$ cat src/rtl/vm2002_change_ctrl.sv
// vm2002_change_ctrl: greedy change dispenser driving a one-coin-at-a-time
// hopper over req/ack, with a saturating quarter/dime/nickel inventory.
module vm2002_change_ctrl #(
  parameter int unsigned AMT_W       = 8,
  parameter int unsigned CNT_W       = 4,
  parameter int unsigned ACK_TIMEOUT = 16
) (
  input  logic             clk,
  input  logic             hrst,
  input  logic             srst,
  input  logic             start,
  input  logic [AMT_W-1:0] balance,
  input  logic             load,
  input  logic [1:0]       load_coin,
  input  logic [CNT_W-1:0] load_count,
  output logic             hopper_req,
  output logic [1:0]       hopper_coin,
  input  logic             hopper_ack,
  output logic             busy,
  output logic             done,
  output logic             exact_fail,
  output logic             timeout_err,
  output logic [AMT_W-1:0] remaining,
  output logic [CNT_W-1:0] inv_n,
  output logic [CNT_W-1:0] inv_d,
  output logic [CNT_W-1:0] inv_q
);

  typedef enum logic [2:0] {
    S_IDLE,
    S_SELECT,
    S_WAIT,
    S_DONE,
    S_FAIL,
    S_ERR
  } state_e;

  localparam logic [1:0] COIN_N = 2'd1;
  localparam logic [1:0] COIN_D = 2'd2;
  localparam logic [1:0] COIN_Q = 2'd3;

  localparam int unsigned TMR_W    = (ACK_TIMEOUT > 1) ? $clog2(ACK_TIMEOUT) : 1;
  localparam logic [TMR_W-1:0] TMR_LAST = TMR_W'(ACK_TIMEOUT - 1);

  state_e           state_q, state_d;
  logic [AMT_W-1:0] remaining_q, remaining_d;
  logic [1:0]       coin_q, coin_d;
  logic [TMR_W-1:0] timer_q, timer_d;
  logic [CNT_W-1:0] inv_n_q, inv_n_d;
  logic [CNT_W-1:0] inv_d_q, inv_d_d;
  logic [CNT_W-1:0] inv_q_q, inv_q_d;

  function automatic logic [CNT_W-1:0] sat_add(input logic [CNT_W-1:0] a,
                                               input logic [CNT_W-1:0] b);
    logic [CNT_W:0] s;
    s = {1'b0, a} + {1'b0, b};
    return s[CNT_W] ? '1 : s[CNT_W-1:0];
  endfunction

  function automatic logic [AMT_W-1:0] coin_value(input logic [1:0] code);
    case (code)
      COIN_Q:  return AMT_W'(25);
      COIN_D:  return AMT_W'(10);
      COIN_N:  return AMT_W'(5);
      default: return '0;
    endcase
  endfunction

  // Next-state, refill, greedy selection and hopper handshake.
  always_comb begin
    state_d     = state_q;
    remaining_d = remaining_q;
    coin_d      = coin_q;
    timer_d     = timer_q;
    inv_n_d     = inv_n_q;
    inv_d_d     = inv_d_q;
    inv_q_d     = inv_q_q;

    case (state_q)
      S_IDLE: begin
        if (load) begin
          case (load_coin)
            COIN_N:  inv_n_d = sat_add(inv_n_q, load_count);
            COIN_D:  inv_d_d = sat_add(inv_d_q, load_count);
            COIN_Q:  inv_q_d = sat_add(inv_q_q, load_count);
            default: ;
          endcase
        end
        if (start) begin
          remaining_d = balance;
          if ((balance % AMT_W'(5)) != '0) state_d = S_FAIL;
          else                             state_d = S_SELECT;
        end
      end

      S_SELECT: begin
        if (remaining_q == '0) begin
          state_d = S_DONE;
        end else if (remaining_q >= AMT_W'(25) && inv_q_q != '0) begin
          coin_d  = COIN_Q;
          timer_d = '0;
          state_d = S_WAIT;
        end else if (remaining_q >= AMT_W'(10) && inv_d_q != '0) begin
          coin_d  = COIN_D;
          timer_d = '0;
          state_d = S_WAIT;
        end else if (inv_n_q != '0) begin
          coin_d  = COIN_N;
          timer_d = '0;
          state_d = S_WAIT;
        end else begin
          state_d = S_FAIL;
        end
      end

      S_WAIT: begin
        if (hopper_ack) begin
          case (coin_q)
            COIN_N:  inv_n_d = inv_n_q - CNT_W'(1);
            COIN_D:  inv_d_d = inv_d_q - CNT_W'(1);
            COIN_Q:  inv_q_d = inv_q_q - CNT_W'(1);
            default: ;
          endcase
          remaining_d = remaining_q - coin_value(coin_q);
          state_d     = S_SELECT;
        end else if (timer_q == TMR_LAST) begin
          state_d = S_ERR;
        end else begin
          timer_d = timer_q + TMR_W'(1);
        end
      end

      S_DONE, S_FAIL, S_ERR: state_d = S_IDLE;

      default: state_d = S_IDLE;
    endcase
  end

  // State and datapath registers; soft reset keeps inventory and remaining.
  always_ff @(posedge clk) begin
    if (hrst) begin
      state_q     <= S_IDLE;
      remaining_q <= '0;
      coin_q      <= '0;
      timer_q     <= '0;
      inv_n_q     <= '0;
      inv_d_q     <= '0;
      inv_q_q     <= '0;
    end else if (srst) begin
      state_q <= S_IDLE;
    end else begin
      state_q     <= state_d;
      remaining_q <= remaining_d;
      coin_q      <= coin_d;
      timer_q     <= timer_d;
      inv_n_q     <= inv_n_d;
      inv_d_q     <= inv_d_d;
      inv_q_q     <= inv_q_d;
    end
  end

  assign hopper_req  = (state_q == S_WAIT);
  assign hopper_coin = coin_q;
  assign busy        = (state_q != S_IDLE);
  assign done        = (state_q == S_DONE);
  assign exact_fail  = (state_q == S_FAIL);
  assign timeout_err = (state_q == S_ERR);
  assign remaining   = remaining_q;
  assign inv_n       = inv_n_q;
  assign inv_d       = inv_d_q;
  assign inv_q       = inv_q_q;

endmodule

$ cat config.mk
export PLATFORM = sky130hd
export DESIGN_NAME = vm2002_change_ctrl
export DESIGN_NICKNAME = d
export VERILOG_FILES = /design/src/rtl/vm2002_change_ctrl.sv
export SDC_FILE = /design/constraint.sdc
export NUM_CORES = 1
export LEC_CHECK = 0
export CORE_MARGIN = 2
export CORE_UTILIZATION = 50
export CTS_BUF_LIST = sky130_fd_sc_hd__clkbuf_4 sky130_fd_sc_hd__clkbuf_8 sky130_fd_sc_hd__clkbuf_16
export DETAILED_ROUTE_END_ITERATION = 10
export GPL_ROUTABILITY_DRIVEN = 0
export GPL_TIMING_DRIVEN = 0
export PLACE_DENSITY_LB_ADDON = 0.2
export SYNTH_ARGS = -nofsm -noshare
export SYNTH_HDL_FRONTEND = slang
export SYNTH_SLANG_ARGS = --single-unit
$ cat constraint.sdc
create_clock -name clk -period 6.64 [get_ports clk]
set_clock_uncertainty 0.15 [all_clocks]
set_input_delay 1.328 -clock clk [delete_from_list [all_inputs] [get_ports clk]]
set_output_delay 1.328 -clock clk [all_outputs]
set_load 0.01 [all_outputs]
==> impl_metrics.csv, run 1 <==
group,metric,value,unit
worst_setup_path,rr_endpoint,"timer_q[3]",
power_and_ir_drop,powerDensity,154,nW/um^2
placement,place_ws,2.21,ns
finish,final_nets,463,
yosys,synth_seq_cells,29,
yosys,synthFlopType,"dfxtp_1",
yosys,ys_warn_count,0,
route,route.vias.total,2833,
floorplan,ios,47,
yosys,synth_largest_area_cell,"dfxtp_1",
worst_setup_path,path_cells,"clkdlybuf4s50_1 -> or2b_1 -> xnor2_1 -> o41ai_1 -> a211o_1 -> inv_2 -> ha_1 -> a21oi_1 -> nor4_1 -> a211oi_2 -> a2bb2o_4 -> xnor2_1 -> nor2_1 -> a41o_1",
global_routing,overflow,0,
worst_setup_path,critPathKind,"primary input to flop",
sta,hold_viol_final,0,
yosys,yosysTopAreaCellShare,0.204,
placement,portBuffers,45,
floorplan,std_cell_rows,27,
global_routing,grt_pass1_vias,2567,
yosys,synthesis.nets,411,
worst_setup_path,crit_family,"compound AO/OA/AOI/OAI gates",
finish,utilization,0.631,
worst_setup_path,cp_max_fo,7,
finish,area_growth,22.2,%
global_routing,track_usage,0.239,
floorplan,core,5510,um^2
sta,fin_crit_sh,0.630,
min_path,min_path_type,"flop to flop",
yosys,ys_seq_area_frac,0.204,
sta,worst_pin_slew,0.614,ns
route,firstDrtPassIters,5,
floorplan,die-area,6310,um^2
global_routing,antenna_found_initial,0,
worst_setup_path,path_buf_inv,2,
worst_setup_path,path_depth,14,
worst_setup_path,required,6.66,ns
outcome,status,"complete, no violations",
worst_setup_path,crit_arrival,4.21,ns
sta,max_freq,239,MHz
worst_setup_path,startpoint_type,"primary input",
clock_network,clk_latency,0.28,ns
worst_setup_path,r2r_start,"inv_d[1]",
global_routing,grt_pass1_wl,12.3,mm
route,drt_wl_total,7.26,mm
finish,drive_above_1_share,0.0769,
global_routing,grt_busiest_layer,"met2",
yosys,ys_types,68,
route,wire_per_inst,14.9,um
yosys,synth.area.top_cells,"dfxtp_1 (20%), ha_1 (10%), nor2_1 (6.7%), a21oi_1 (4.0%), inv_1 (3.6%)",
yosys,synth-edff-count,0,
floorplan,die_h,79.4,um
worst_setup_path,cp-startpoint,"balance[5]",
yosys,ys_async_sr_fraction,0,
floorplan,initial_core_util,0.517,
clock_network,cts_resized,0,
clock_network,cts_tree,"built",
yosys,syn_area,2850,um^2
sta,min_period,4.18,ns
sta,rsz0062_at_grt,"false",
yosys,synth.top_cells.by_count,"nor2_1 (51), dfxtp_1 (29), inv_1 (27)",
route,via_per_inst,5.81,
sta,maxSlewViolCount,0,
route,drtIter0Drc,157,
clock_network,htreeDepth,2,
worst_setup_path,end_kind,"flop",
worst_setup_path,critPathMaxStageDelay,0.58,ns
global_routing,use_met1,0.347,
worst_setup_path,crit_end,"state_q[0]",
worst_setup_path,worstRegToRegCells,9,
global_routing,grt_use_met3,0.0339,
floorplan,dieWidth,79.4,um
yosys,syn_avg_cell_area,7.82,um^2
sta,tns,0,ns
clock_network,cts_hold_repair.buffers,0,
sta,max_slew_margin,0.591,
finish,n_antenna_cell,0,
worst_setup_path,r2r_slack,4.15,ns
power_and_ir_drop,irDropWorstVdd,0.116,mV
global_routing,grt_max_degree,11,
clock_network,clockBufferDepth,2,
sta,setup_violations,0,
route,ant_nets,0,
job,cap_violations,0,
yosys,synth.most_common_cell,"nor2_1",
clock_network,post_cts_buffers,0,
sta,setup_slack,2.46,ns
global_routing,use_met2,0.376,
yosys,synthCells,364,
power_and_ir_drop,p_leak,1.36,nW
clock_network,cts.clk_slew.worst_paths,0.07,ns
route,drcViolationCount,0,
clock_network,cts_buffers,5,
worst_setup_path,critPathSlowestCell,"clkdlybuf4s50_1",
clock_network,cts_root_buffer,"clkbuf_8",
worst_setup_path,crit_top_cell,"xnor2_1",
placement,dp_hpwl,5.60,mm
clock_network,cts_sinks,29,
-- area by class of cell --
type	count	area [um^2]
fillers	494	2030
well taps	72	90.1
flip-flops and latches	29	581
clock buffers	7	90.1
multi-input cells	289	2060
plain buffers	16	95.1
inverters	30	113
repair buffers	45	450
-- cells by family after synthesis --
group,synth area share
flip-flops,0.204
AND/OR/NAND/NOR,0.252
AO/OA/AOI/OAI,0.270
buffers and inverters,0.0730
XOR/XNOR,0.0400
multiplexers,0.0317
adder cells (fa/ha/maj),0.129
-- placed cells by master (no fill, tap or decap), drive strengths merged, types with 2 or more instances in the layout --
cell type,synthesis,final
and2b,2,2
nand2,21,21
nor4bb,4,4
o22ai,2,2
a21o,7,7
nand3,5,5
xor2,5,5
nor2,51,51
xnor2,8,8
or3,2,2
inv,30,30
a22oi,4,4
o21ai,27,27
and3,2,2
clkbuf,4,11
a21oi,23,23
ha,23,23
a221oi,7,7
clkdlybuf4s50,0,45
fa,4,4
a32oi,5,5
nor3,14,14
a211oi,6,6
a22o,2,2
a311oi,3,3
a32o,3,3
o211ai,3,3
o21a,2,2
dfxtp,29,29
nor3b,4,4
mux2i,9,9
nand2b,9,9
buf,12,12
nor2b,10,10
-- sequential cells by signal (all words and copies together) (netlist names) --
name	count
inv_d	4
inv_q	4
hopper_coin	2
state_q	3
remaining	8
timer_q	4
inv_n	4
-- worst min-delay path, delay by kind of cell (launching register included) --
| kind | cells | cell delay, ns |
|---|---|---|
| compound gates | 1 | 0.06 |
| buf+inv | 1 | 0.06 |
| flops | 1 | 0.34 |
-- how the worst min path moves through the flow --
| stage | startpoint | endpoint | slack, ns | cells past startpoint |
|---|---|---|---|---|
| after CTS | timer_q[3] | timer_q[3] | 0.37 | 2 |
| after detailed placement | timer_q[3] | timer_q[3] | 0.35 | 2 |
| after floorplan | timer_q[3] | timer_q[3] | 0.33 | 2 |
| after global placement | timer_q[3] | timer_q[3] | 0.35 | 2 |
| after global routing | timer_q[3] | timer_q[3] | 0.39 | 2 |
| final | inv_d[3] | inv_d[3] | 0.37 | 2 |
-- layer usage --
metal,vias to the layer above,share of wire
met4,0,0.013
met2,90,0.45
li1,1418,-
met1,1315,0.48
met5,-,0
met3,10,0.051
-- where the power goes --
| group | internal (mW) | total, mW | switching [mW] |
|---|---|---|---|
| Combinational | 0.0893 | 0.187 | 0.0972 |
| Clock | 0.0862 | 0.153 | 0.0668 |
| Sequential | 0.182 | 0.194 | 0.0123 |
| Total | 0.358 | 0.534 | 0.176 |
-- per-stage QoR --
step / instance area, um^2 / total power [mW] / hold slack, ns / cells
final: 3480 / 0.534 / 0.369 / 488
after global routing: 3480 / 0.566 / 0.395 / 488
after CTS: 3480 / 0.537 / 0.375 / 488
after detailed placement: 3390 / 0.382 / 0.353 / 481
after global placement: 3390 / 0.378 / 0.350 / 481
after floorplan: 2850 / 0.322 / 0.329 / 364
Note: power is estimated with default switching activity, not from simulation.
==> inputs of run 2 (changes only) <==
Settings changed: CORE_UTILIZATION 50 to 49.
Clock period 6.64 ns to 3.7 ns, I/O delays scaled along.
==> impl_metrics.csv, run 2 (synthesized netlist as in run 1, its figures left out) <==
group,metric,value,unit
min_path,min_path_type,"flop to flop",
min_path,whs_path_depth,2,
job,cap_violations,0,
clock_network,htreeDepth,2,
power_and_ir_drop,swShare,0.345,
route,firstDrtPassIters,5,
finish,area_growth,22.6,%
finish,largest_register_ffs,8,
finish,regArea,581,um^2
finish,final_nets,463,
power_and_ir_drop,irDropWorstVdd,0.222,mV
worst_setup_path,crit_arrival,3.57,ns
sta,hold_viol_final,0,
placement,portBuffers,45,
clock_network,cts_hold_repair.buffers,0,
power_and_ir_drop,p_leak,1.39,nW
floorplan,die-area,6430,um^2
sta,worst_pin_slew,0.651,ns
finish,multi_input_comb_area,2060,um^2
global_routing,grt_pass1_wl,12.4,mm
worst_setup_path,end_kind,"flop",
clock_network,cts_root_buffer,"clkbuf_8",
sta,rsz0062_at_grt,"false",
worst_setup_path,worstRegToRegCells,9,
route,drtIter0Drc,242,
route,ant_nets,0,
floorplan,die_h,80.2,um
route,route.vias.total,2869,
sta,setup_slack,0.161,ns
floorplan,dieWidth,80.2,um
clock_network,cts_buffers,5,
finish,n_antenna_cell,0,
clock_network,clockBufferDepth,2,
route,via_per_inst,5.87,
route,drt_wl_total,7.43,mm
sta,max_slew_margin,0.566,
worst_setup_path,r2r_slack,1.23,ns
finish,layout.cells.most_common,"nor2_1",
placement,place_inst,481,
floorplan,initial_core_util,0.510,
clock_network,cts_sinks,29,
worst_setup_path,startpoint_type,"primary input",
clock_network,cts_tree,"built",
worst_setup_path,r2r_start,"inv_d[1]",
worst_setup_path,required,3.73,ns
power_and_ir_drop,internal_power,0.625,mW
power_and_ir_drop,seqPwrFrac,0.366,
sta,maxSlewViolCount,0,
sta,setup_violations,0,
global_routing,overflow,0,
outcome,status,"complete, no violations",
power_and_ir_drop,combinationalPowerShare,0.350,
worst_setup_path,cp_max_fo,10,
placement,dp_hpwl,5.57,mm
power_and_ir_drop,powerDensity,273,nW/um^2
min_path,worstHoldStart,"timer_q[3]",
finish,drive_above_1_share,0.0815,
clock_network,clk_latency,0.28,ns
worst_setup_path,critPathKind,"primary input to flop",
sta,whs,0.380,ns
clock_network,cts.clk_slew.worst_paths,0.07,ns
finish,final_cells,489,
min_path,worstHoldEndpoint,"timer_q[3]",
finish,mostFrequentLayoutCells,"nor2_1 (51), clkdlybuf4s50_1 (42), dfxtp_1 (29)",
sta,min_period,3.54,ns
sta,tns,0,ns
route,drcViolationCount,0,
sta,max_freq,283,MHz
global_routing,track_usage,0.240,
power_and_ir_drop,power,0.954,mW
worst_setup_path,rr_endpoint,"timer_q[1]",
finish,fill_cells,489,
global_routing,grt_max_degree,11,
sta,fin_crit_sh,0.956,
global_routing,antenna_found_initial,0,
floorplan,ios,47,
placement,place_ws,-0.134,ns
floorplan,std_cell_rows,27,
floorplan,core,5570,um^2
global_routing,grt_pass1_vias,2572,
power_and_ir_drop,switchingPower,0.329,mW
route,wire_per_inst,15.2,um
power_and_ir_drop,power_frac_clock,0.284,
## run 2: cell count changes in the layout (fill, tap and decap cells not counted)
cell | previous run | this run
clkdlybuf4s50_1 | 45 | 42
dlymetal6s2s_1 | 0 | 3
clkinv_2 | 0 | 2
clkbuf_8 | 6 | 5
o41ai_1 | 1 | 0
o41ai_2 | 0 | 1
## run 2: worst max path at each step
stage	from	to	slack, ns	depth (start not counted)
2_1_floorplan	balance[4]	state_q[0]	0.69	13
3_3_place_gp	balance[5]	state_q[0]	-0.09	15
3_5_place_dp	balance[5]	state_q[0]	-0.13	14
4_1_cts	balance[5]	state_q[0]	0.14	14
5_1_grt	balance[6]	state_q[0]	0.02	15
6_report	balance[6]	state_q[0]	0.16	15
## run 2: critical path, cell delays in order
cell and delay [ns]:
clkdlybuf4s50_1 0.47, buf_6 0.17, nor4bb_1 0.13, a211oi_1 0.27
o21ai_1 0.11, a211o_1 0.34, inv_2 0.09, ha_1 0.16
a21oi_1 0.06, nor4_1 0.31, a211oi_2 0.08, a2bb2o_4 0.22
xnor2_1 0.11, nor2_1 0.07, a41o_1 0.22
## run 2: final cells by class
| class | count | area share |
|---|---|---|
| Tap cell | 72 | 0.0258 |
| Sequential cell | 29 | 0.166 |
| Clock buffer | 6 | 0.0219 |
| Buffer | 16 | 0.0273 |
| Timing Repair Buffer | 45 | 0.131 |
| Inverter | 30 | 0.0323 |
| Clock inverter | 2 | 0.00287 |
| Multi-Input combinational cell | 289 | 0.592 |
## run 2: layer usage
layer | up-vias | GRT usage | routed length (um)
li1 | 1420 | - | -
met5 | - | 0 | 0
met3 | 5 | 0.0348 | 422
met2 | 110 | 0.391 | 3470
met1 | 1334 | 0.340 | 3490
met4 | 0 | 0.0407 | 43
## run 2: repair_timing
item                       in CTS  in global routing
gates resized for setup         0                  4
setup endpoints to repair       0                  1
setup buffers                   0                  0
hold endpoints to repair        0                  0
## run 2: stage by stage
| stage | cell area, um^2 | util |
|---|---|---|
| floorplan | 2850 | - |
| global placement | 3390 | 0.607 |
| detailed placement | 3390 | 0.607 |
| CTS | 3470 | 0.623 |
| global route | 3490 | 0.626 |
| finish | 3490 | 0.626 |
## run 2: power by group through the flow
stage               Sequential (mW)  Combinational [mW]  Clock [mW]
CTS                           0.349               0.332       0.276
finish                        0.349               0.334       0.271
global placement              0.355               0.323           0
detailed placement            0.356               0.329           0
global route                  0.352               0.372       0.290
floorplan                     0.356               0.222           0
==> inputs of run 3 (changes only) <==
Settings changed: CORE_MARGIN 2 to 8, CORE_UTILIZATION 49 to 50.
Clock period 3.7 ns to 3.6 ns, I/O delays scaled along.
==> impl_metrics.csv, run 3 (synthesized netlist as in run 1, its figures left out) <==
group,metric,value,unit
sta,tns,0,ns
clock_network,cts_buffers,5,
clock_network,post_cts_buffers,0,
finish,mostFrequentLayoutCells,"nor2_1 (51), clkdlybuf4s50_1 (43), dfxtp_1 (29)",
worst_setup_path,required,3.63,ns
route,ant_nets,0,
finish,largest_register_ffs,8,
sta,setup_violations,0,
finish,n_antenna_cell,0,
min_path,worstHoldStart,"inv_d[3]",
sta,whs,0.377,ns
finish,final_nets,463,
floorplan,die_h,91.4,um
route,via_per_inst,5.83,
floorplan,core,5510,um^2
worst_setup_path,rr_endpoint,"timer_q[3]",
placement,portBuffers,45,
sta,max_slew_margin,0.580,
worst_setup_path,r2r_slack,1.08,ns
outcome,status,"complete, no violations",
clock_network,clockBufferDepth,2,
floorplan,initial_core_util,0.517,
route,drt_wl_total,7.80,mm
finish,utilization,0.647,
worst_setup_path,crit_arrival,3.50,ns
worst_setup_path,critPathMaxStageDelay,0.56,ns
global_routing,antenna_found_initial,0,
job,cap_violations,0,
finish,regArea,581,um^2
global_routing,track_usage,0.183,
clock_network,cts_hold_repair.buffers,0,
clock_network,cts_resized,0,
floorplan,die-area,8360,um^2
floorplan,std_cell_rows,27,
clock_network,clk_latency,0.29,ns
global_routing,grt_pass1_vias,2740,
worst_setup_path,path_cells,"clkdlybuf4s50_1 -> buf_6 -> nor4bb_2 -> a211oi_2 -> o21ai_1 -> a211o_1 -> inv_2 -> ha_1 -> inv_1 -> o21ai_0 -> a211oi_2 -> a2bb2o_4 -> xnor2_1 -> nor2_1 -> a41o_1",
worst_setup_path,crit_end,"state_q[0]",
route,firstDrtPassIters,4,
global_routing,grt_max_degree,11,
sta,hold_viol_final,0,
worst_setup_path,cp_max_fo,10,
sta,worst_pin_slew,0.630,ns
sta,fin_crit_sh,0.964,
route,wire_per_inst,15.9,um
sta,max_freq,288,MHz
clock_network,cts.clk_slew.worst_paths,0.07,ns
clock_network,cts_sinks,29,
power_and_ir_drop,irDropWorstVdd,0.227,mV
finish,drive_above_1_share,0.0935,
power_and_ir_drop,power,1.08,mW
power_and_ir_drop,powerDensity,302,nW/um^2
power_and_ir_drop,p_leak,1.41,nW
finish,fill_cells,477,
clock_network,cts_root_buffer,"clkbuf_8",
worst_setup_path,worstRegToRegCells,9,
clock_network,htreeDepth,2,
route,drcViolationCount,0,
route,route.vias.total,2853,
finish,layout.cells.most_common,"nor2_1",
floorplan,ios,47,
global_routing,grt_pass1_wl,13.0,mm
global_routing,overflow,0,
clock_network,cts_tree,"built",
worst_setup_path,crit_top_cell,"a211oi_2",
min_path,min_path_type,"flop to flop",
worst_setup_path,critPathKind,"primary input to flop",
sta,rsz0062_at_grt,"false",
worst_setup_path,startpoint_type,"primary input",
worst_setup_path,cp-startpoint,"balance[4]",
floorplan,dieWidth,91.4,um
route,drtIter0Drc,124,
sta,min_period,3.47,ns
finish,area_growth,25.2,%
placement,dp_hpwl,5.86,mm
sta,maxSlewViolCount,0,
finish,multi_input_comb_area,2110,um^2
worst_setup_path,critPathSlowestCell,"clkdlybuf4s50_1",
worst_setup_path,r2r_start,"inv_d[1]",
worst_setup_path,end_kind,"flop",
## run 3: worst min-delay path by stage
stage / slack (ns) / depth (start not counted) / to
5_1_grt: 0.41 / 2 / inv_d[3]
3_3_place_gp: 0.35 / 2 / timer_q[3]
2_1_floorplan: 0.33 / 2 / timer_q[3]
4_1_cts: 0.38 / 2 / inv_d[3]
6_report: 0.38 / 2 / inv_d[3]
3_5_place_dp: 0.37 / 2 / timer_q[3]
## run 3: critical path, delay by kind of cell
kind,cells,cell delay (ns)
XOR/XNOR,1,0.15
adder cells (fa/ha/maj),1,0.20
buffers and inverters,4,0.86
AND/OR/NAND/NOR,2,0.42
AO/OA/AOI/OAI,7,1.14
## run 3: area by class of cell
| class | instances | share of cell area |
|---|---|---|
| flip-flops and latches | 29 | 0.163 |
| inverters | 30 | 0.0316 |
| well taps | 72 | 0.0253 |
| clock inverters | 2 | 0.0105 |
| clock buffers | 6 | 0.0232 |
| repair buffers | 45 | 0.128 |
| plain buffers | 16 | 0.0267 |
| multi-input cells | 289 | 0.592 |
## run 3: routing by layer
metal | GRT usage | share of wire | up-vias
met5 | 0 | 0 | -
met4 | 0.0546 | 0.013 | 0
met3 | 0.0370 | 0.040 | 12
met2 | 0.307 | 0.48 | 69
met1 | 0.229 | 0.47 | 1353
li1 | - | - | 1419
## run 3: report_power, final
part | internal [mW] | switching [mW]
Sequential | 0.336 | 0.0228
Clock | 0.225 | 0.142
Combinational | 0.167 | 0.183
Total | 0.728 | 0.348
## run 3: per-stage QoR
step                area (um^2)  instances  setup slack [ns]
CTS                        3510        489            0.0417
floorplan                  2850        364             0.613
global placement           3390        481            -0.154
finish                     3560        489             0.128
global route               3560        489           0.00567
detailed placement         3390        481            -0.238
==> variant 1, RTL diff (flow settings as in run 3) <==
The 6 states of `state_e` get a one-hot encoding in 6 bits.
--- a/src/rtl/vm2002_change_ctrl.sv
+++ b/src/rtl/vm2002_change_ctrl.sv
@@ -26,13 +26,13 @@
   output logic [CNT_W-1:0] inv_q
 );
 
-  typedef enum logic [2:0] {
-    S_IDLE,
-    S_SELECT,
-    S_WAIT,
-    S_DONE,
-    S_FAIL,
-    S_ERR
+  typedef enum logic [5:0] {
+    S_IDLE   = 6'b000001,
+    S_SELECT = 6'b000010,
+    S_WAIT   = 6'b000100,
+    S_DONE   = 6'b001000,
+    S_FAIL   = 6'b010000,
+    S_ERR    = 6'b100000
   } state_e;
 
   localparam logic [1:0] COIN_N = 2'd1;
Formal check against the unedited RTL: no difference found for any inputs over 10 cycles, from zero or initial values and one cycle with hrst high; not proved beyond that.
==> variant 1 against run 3 <==
Power grew 1.4%; area after synthesis is 1.6% lower; cell area is 2.2% lower; via count is 0.35% higher; wire length is 1.2% lower; global-route usage down 0.35 points; maximum frequency is essentially flat; setup slack worse by 2.4 ps; sequential cell count increased by 3.
==> variant 1: results (changes against run 3) <==
Status: complete, no violations (unchanged). The post-placement setup slack was -334.0 ps (was -237.9 ps). The net count after synthesis is 412 (was 411). The hold-critical path endpoint is timer_q[3] (was inv_d[3]).

The half-perimeter wire length after placement came out at 5920 um (was 5859 um). The number of cells after detailed placement is 482 (was 481). The startpoint of the most critical hold path is timer_q[3] (was inv_d[3]). The final hold slack came out at 350.8 ps (was 377.5 ps). The critical path class is reg -> out (was in -> reg).

The portion of netlist area occupied by mux cells is 1.072% (was 3.166%). The maximum net fanout on the critical path came out at 17 (was 10). The global-route wire length before repair came to 12670 um (was 12960 um). The placed instance area is 3341 um^2 (was 3386 um^2). The beginning of the worst register-to-register path was state_q[1] (was inv_d[1]). The worst slew slack as a fraction of its limit came out at 61.07% (was 58.01%). The largest vdd supply drop was 0.1895 mV (was 0.2267 mV). The count of different cell masters after synthesis was 56 (was 68). The synthesized-area fraction occupied by ao, oa, aoi and oai cells is 25.42% (was 27.00%).

The total via count in the routed design came out at 2863 (was 2853). The share of synthesized area occupied by flip-flops and latches came out at 22.88% (was 20.40%). The beginning of the critical path was state_q[3] (was balance[4]).

The global-route usage over all layers came out at 17.98% (was 18.32%). The adder and majority cell fraction of the synthesized area came to 13.14% (was 12.93%). Ranking of synthesized cells by area: dfxtp_1 23%, ha_1 10%, a21oi_1 5.7% (was dfxtp_1 20%, ha_1 10%, nor2_1 6.7%). The count of nets after finishing came out at 466 (was 463). The post-synthesis share of cell area spent on xor and xnor gates is 5.004% (was 4.002%). The number of detailed-routing iterations run before antenna repair is 5 (was 4). The fraction of final layout cells with drive strength greater than 1 is 6.667% (was 9.353%). The reg-to-reg endpoint is inv_q[2] (was timer_q[3]). Top cells by count, synth: 38 x nor2_1, 32 x a21oi_1, 32 x dfxtp_1 (was 51 x nor2_1, 29 x dfxtp_1, 27 x inv_1, 23 x a21oi_1, 23 x ha_1). The maximum number of pins on one net before global-route repair came out at 18 (was 11). The data arrival at the endpoint of the critical path is 2600 ps (was 3500 ps). The total leakage power came to 1.344 nW (was 1.408 nW). The number of cells on the worst hold path was 1 (was 2). The iteration-0 DRC count of the detailed router is 242 (was 124). The register-to-register setup slack is 800 ps (was 1080 ps).
[variant 1: cells by family after synthesis]
group | Yosys count
and+or+nand+nor | 138
adders and majority gates | 27
muxes | 3
buffers and inverters | 43
AOI/OAI and AO/OA | 106
xor gates and xnor gates | 16
DFF | 32
[variant 1: metal layers]
layer  wire, um  share of wire, %  up-vias  track usage (%)
li1           -                 -     1431                -
met1       3479                45     1337            20.42
met5          0                 0        -                0
met4         77               1.0        0            5.457
met2       3821                50       83            32.70
met3        331               4.3       12            3.658
[variant 1: what timing repair did]
item | in CTS | in global routing
pin swaps | 0 | 1
buffers inserted | 0 | 3
cloned | 0 | 0
gates resized for setup | 2 | 7
endpoints found under the hold margin | 0 | 0
setup endpoints to repair | 2 | 2
[variant 1: final cells by class]
cell class | count | area, um^2
Tap cell | 72 | 90.09
Fill cell | 516 | 1989
Clock buffer | 7 | 90.09
Clock inverter | 1 | 7.507
Timing Repair Buffer | 48 | 478.0
Sequential cell | 32 | 640.6
Multi-Input combinational cell | 290 | 1999
Buffer | 17 | 83.83
Inverter | 25 | 93.84
[variant 1: worst max path at each step]
stage | slack [ps] | end | depth (start not counted)
6_report | 130 | hopper_req | 5
5_1_grt | 20 | state_q[4] | 14
4_1_cts | 20 | state_q[4] | 14
3_5_place_dp | -330 | state_q[4] | 13
3_3_place_gp | -280 | state_q[4] | 13
2_1_floorplan | 440 | state_q[4] | 12
[variant 1: power breakdown]
| group | internal, mW | switching (mW) |
|---|---|---|
| registers | 0.374 | 0.0291 |
| clock network | 0.163 | 0.140 |
| logic | 0.183 | 0.203 |
| total | 0.719 | 0.372 |
[variant 1: worst max-delay path, stage by stage, from the launching register on]
cell	delay (ps)
dfxtp_1	330
or4_1	580
or2_1	250
buf_2	200
clkinv_1	340
clkdlybuf4s50_1	620
==> variant 2, RTL diff (settings of run 3) <==
Without the edit above. Set the parameter `ACK_TIMEOUT` to 8 (it was 16).
--- a/src/rtl/vm2002_change_ctrl.sv
+++ b/src/rtl/vm2002_change_ctrl.sv
@@ -3,7 +3,7 @@
 module vm2002_change_ctrl #(
   parameter int unsigned AMT_W       = 8,
   parameter int unsigned CNT_W       = 4,
-  parameter int unsigned ACK_TIMEOUT = 16
+  parameter int unsigned ACK_TIMEOUT = 8
 ) (
   input  logic             clk,
   input  logic             hrst,
Check against the original RTL: no difference found for any inputs over 10 cycles, from zero or initial values and one cycle with hrst high; that may be too few to reach the edited logic, so the function may still have changed.
==> variant 2 against run 3 <==
Setup slack improved by 130 ps; register-to-register slack improved by 50 ps; non-clock buffer count decreased by 1; area after synthesis decreased by 4.8%; sequential cell count decreased by 1; clock power decreased by 29%; die area decreased by 4.0%; power decreased by 15%; cell area decreased by 7.4%; wire length decreased by 5.8%; synthesized cell count decreased by 5.5%; sequential share of layout area increased by 0.70 points; largest power group is now registers.
==> variant 2: results (changes against run 3) <==
The total of buffers placed on input and output ports is 43 (was 45). The net switching share of the total power is 32.56% (was 32.32%). Top cells by count, synth: 35 x nor2_1, 31 x inv_1, 28 x dfxtp_1, 24 x ha_1 (was 51 x nor2_1, 29 x dfxtp_1, 27 x inv_1, 23 x a21oi_1, 23 x ha_1). The global-route wire length before repair came out at 12060 um (was 12960 um).

The wire length per cell came out at 15.93 um (was 15.95 um). The register-to-register setup slack is 1130 ps (was 1080 ps). The total power divided by cell area came out at 278.0 nW/um^2 (was 302.0 nW/um^2).

The post-placement setup slack came out at -54.16 ps (was -237.9 ps). Status: complete, no violations (unchanged). The beginning of the worst register-to-register path is hopper_coin[0] (was inv_d[1]).

The maximum net fanout on the critical path was 8 (was 10). The total via count in the routed design is 2723 (was 2853). The number of cells after detailed placement came out at 457 (was 481). The fraction of final layout cells with drive strength greater than 1 is 6.650% (was 9.353%). The fill cell instance count of the final layout came out at 464 (was 477). The required time of the critical path is 3640 ps (was 3630 ps). The placed instance area is 3226 um^2 (was 3386 um^2). The iteration-0 DRC count of the detailed router came to 159 (was 124). The final hold slack came out at 363.8 ps (was 377.5 ps). The via count of the first global-routing pass is 2633 (was 2740).

The period utilization came out at 92.88% (was 96.45%). The total leakage power came out at 1.297 nW (was 1.408 nW). The largest vdd supply drop is 0.1932 mV (was 0.2267 mV). The wire length on met2 was 3773 um (was 3713 um). The total clock buffers created by CTS was 3 (was 5). The logic depth of the worst register-to-register path came out at 10 (was 9). The reg-to-reg endpoint is remaining[6] (was timer_q[3]). The number of levels the H-tree was split into came out at 1 (was 2).

The flip-flop and latch area came out at 560.5 um^2 (was 580.6 um^2). The buffer and inverter count on the worst path is 3 (was 4). The count of nets after finishing was 440 (was 463).
## variant 2: cell count changes after synthesis, moves of 4 or more
cell and delta:
nor2_1 -16, nand2b_1 -5, inv_1 +4, nor4bb_1 -4
o21ai_1 -4
## variant 2: layout make-up
| class | count | area share [%] |
|---|---|---|
| clock buffer | 3 | 1.252 |
| clock inverter | 1 | 0.9105 |
| inverter | 33 | 3.756 |
| tap | 70 | 2.656 |
| sequential | 28 | 17.00 |
| multi-input combinational | 266 | 58.65 |
| buffer | 17 | 2.731 |
| timing repair buffer | 43 | 13.05 |
## variant 2: cell families (layout without fill, tap and decap cells)
family                     after synthesis  after routing  synth area share [%]
muxes                                   11             11                 4.067
DFF                                     28             28                 20.70
buffers and inverters                   50             97                 7.856
adders and majority gates               28             28                 14.05
AOI/OAI and AO/OA                       99             99                 26.80
and+or+nand+nor                        117            117                 22.97
xor gates and xnor gates                11             11                 3.558
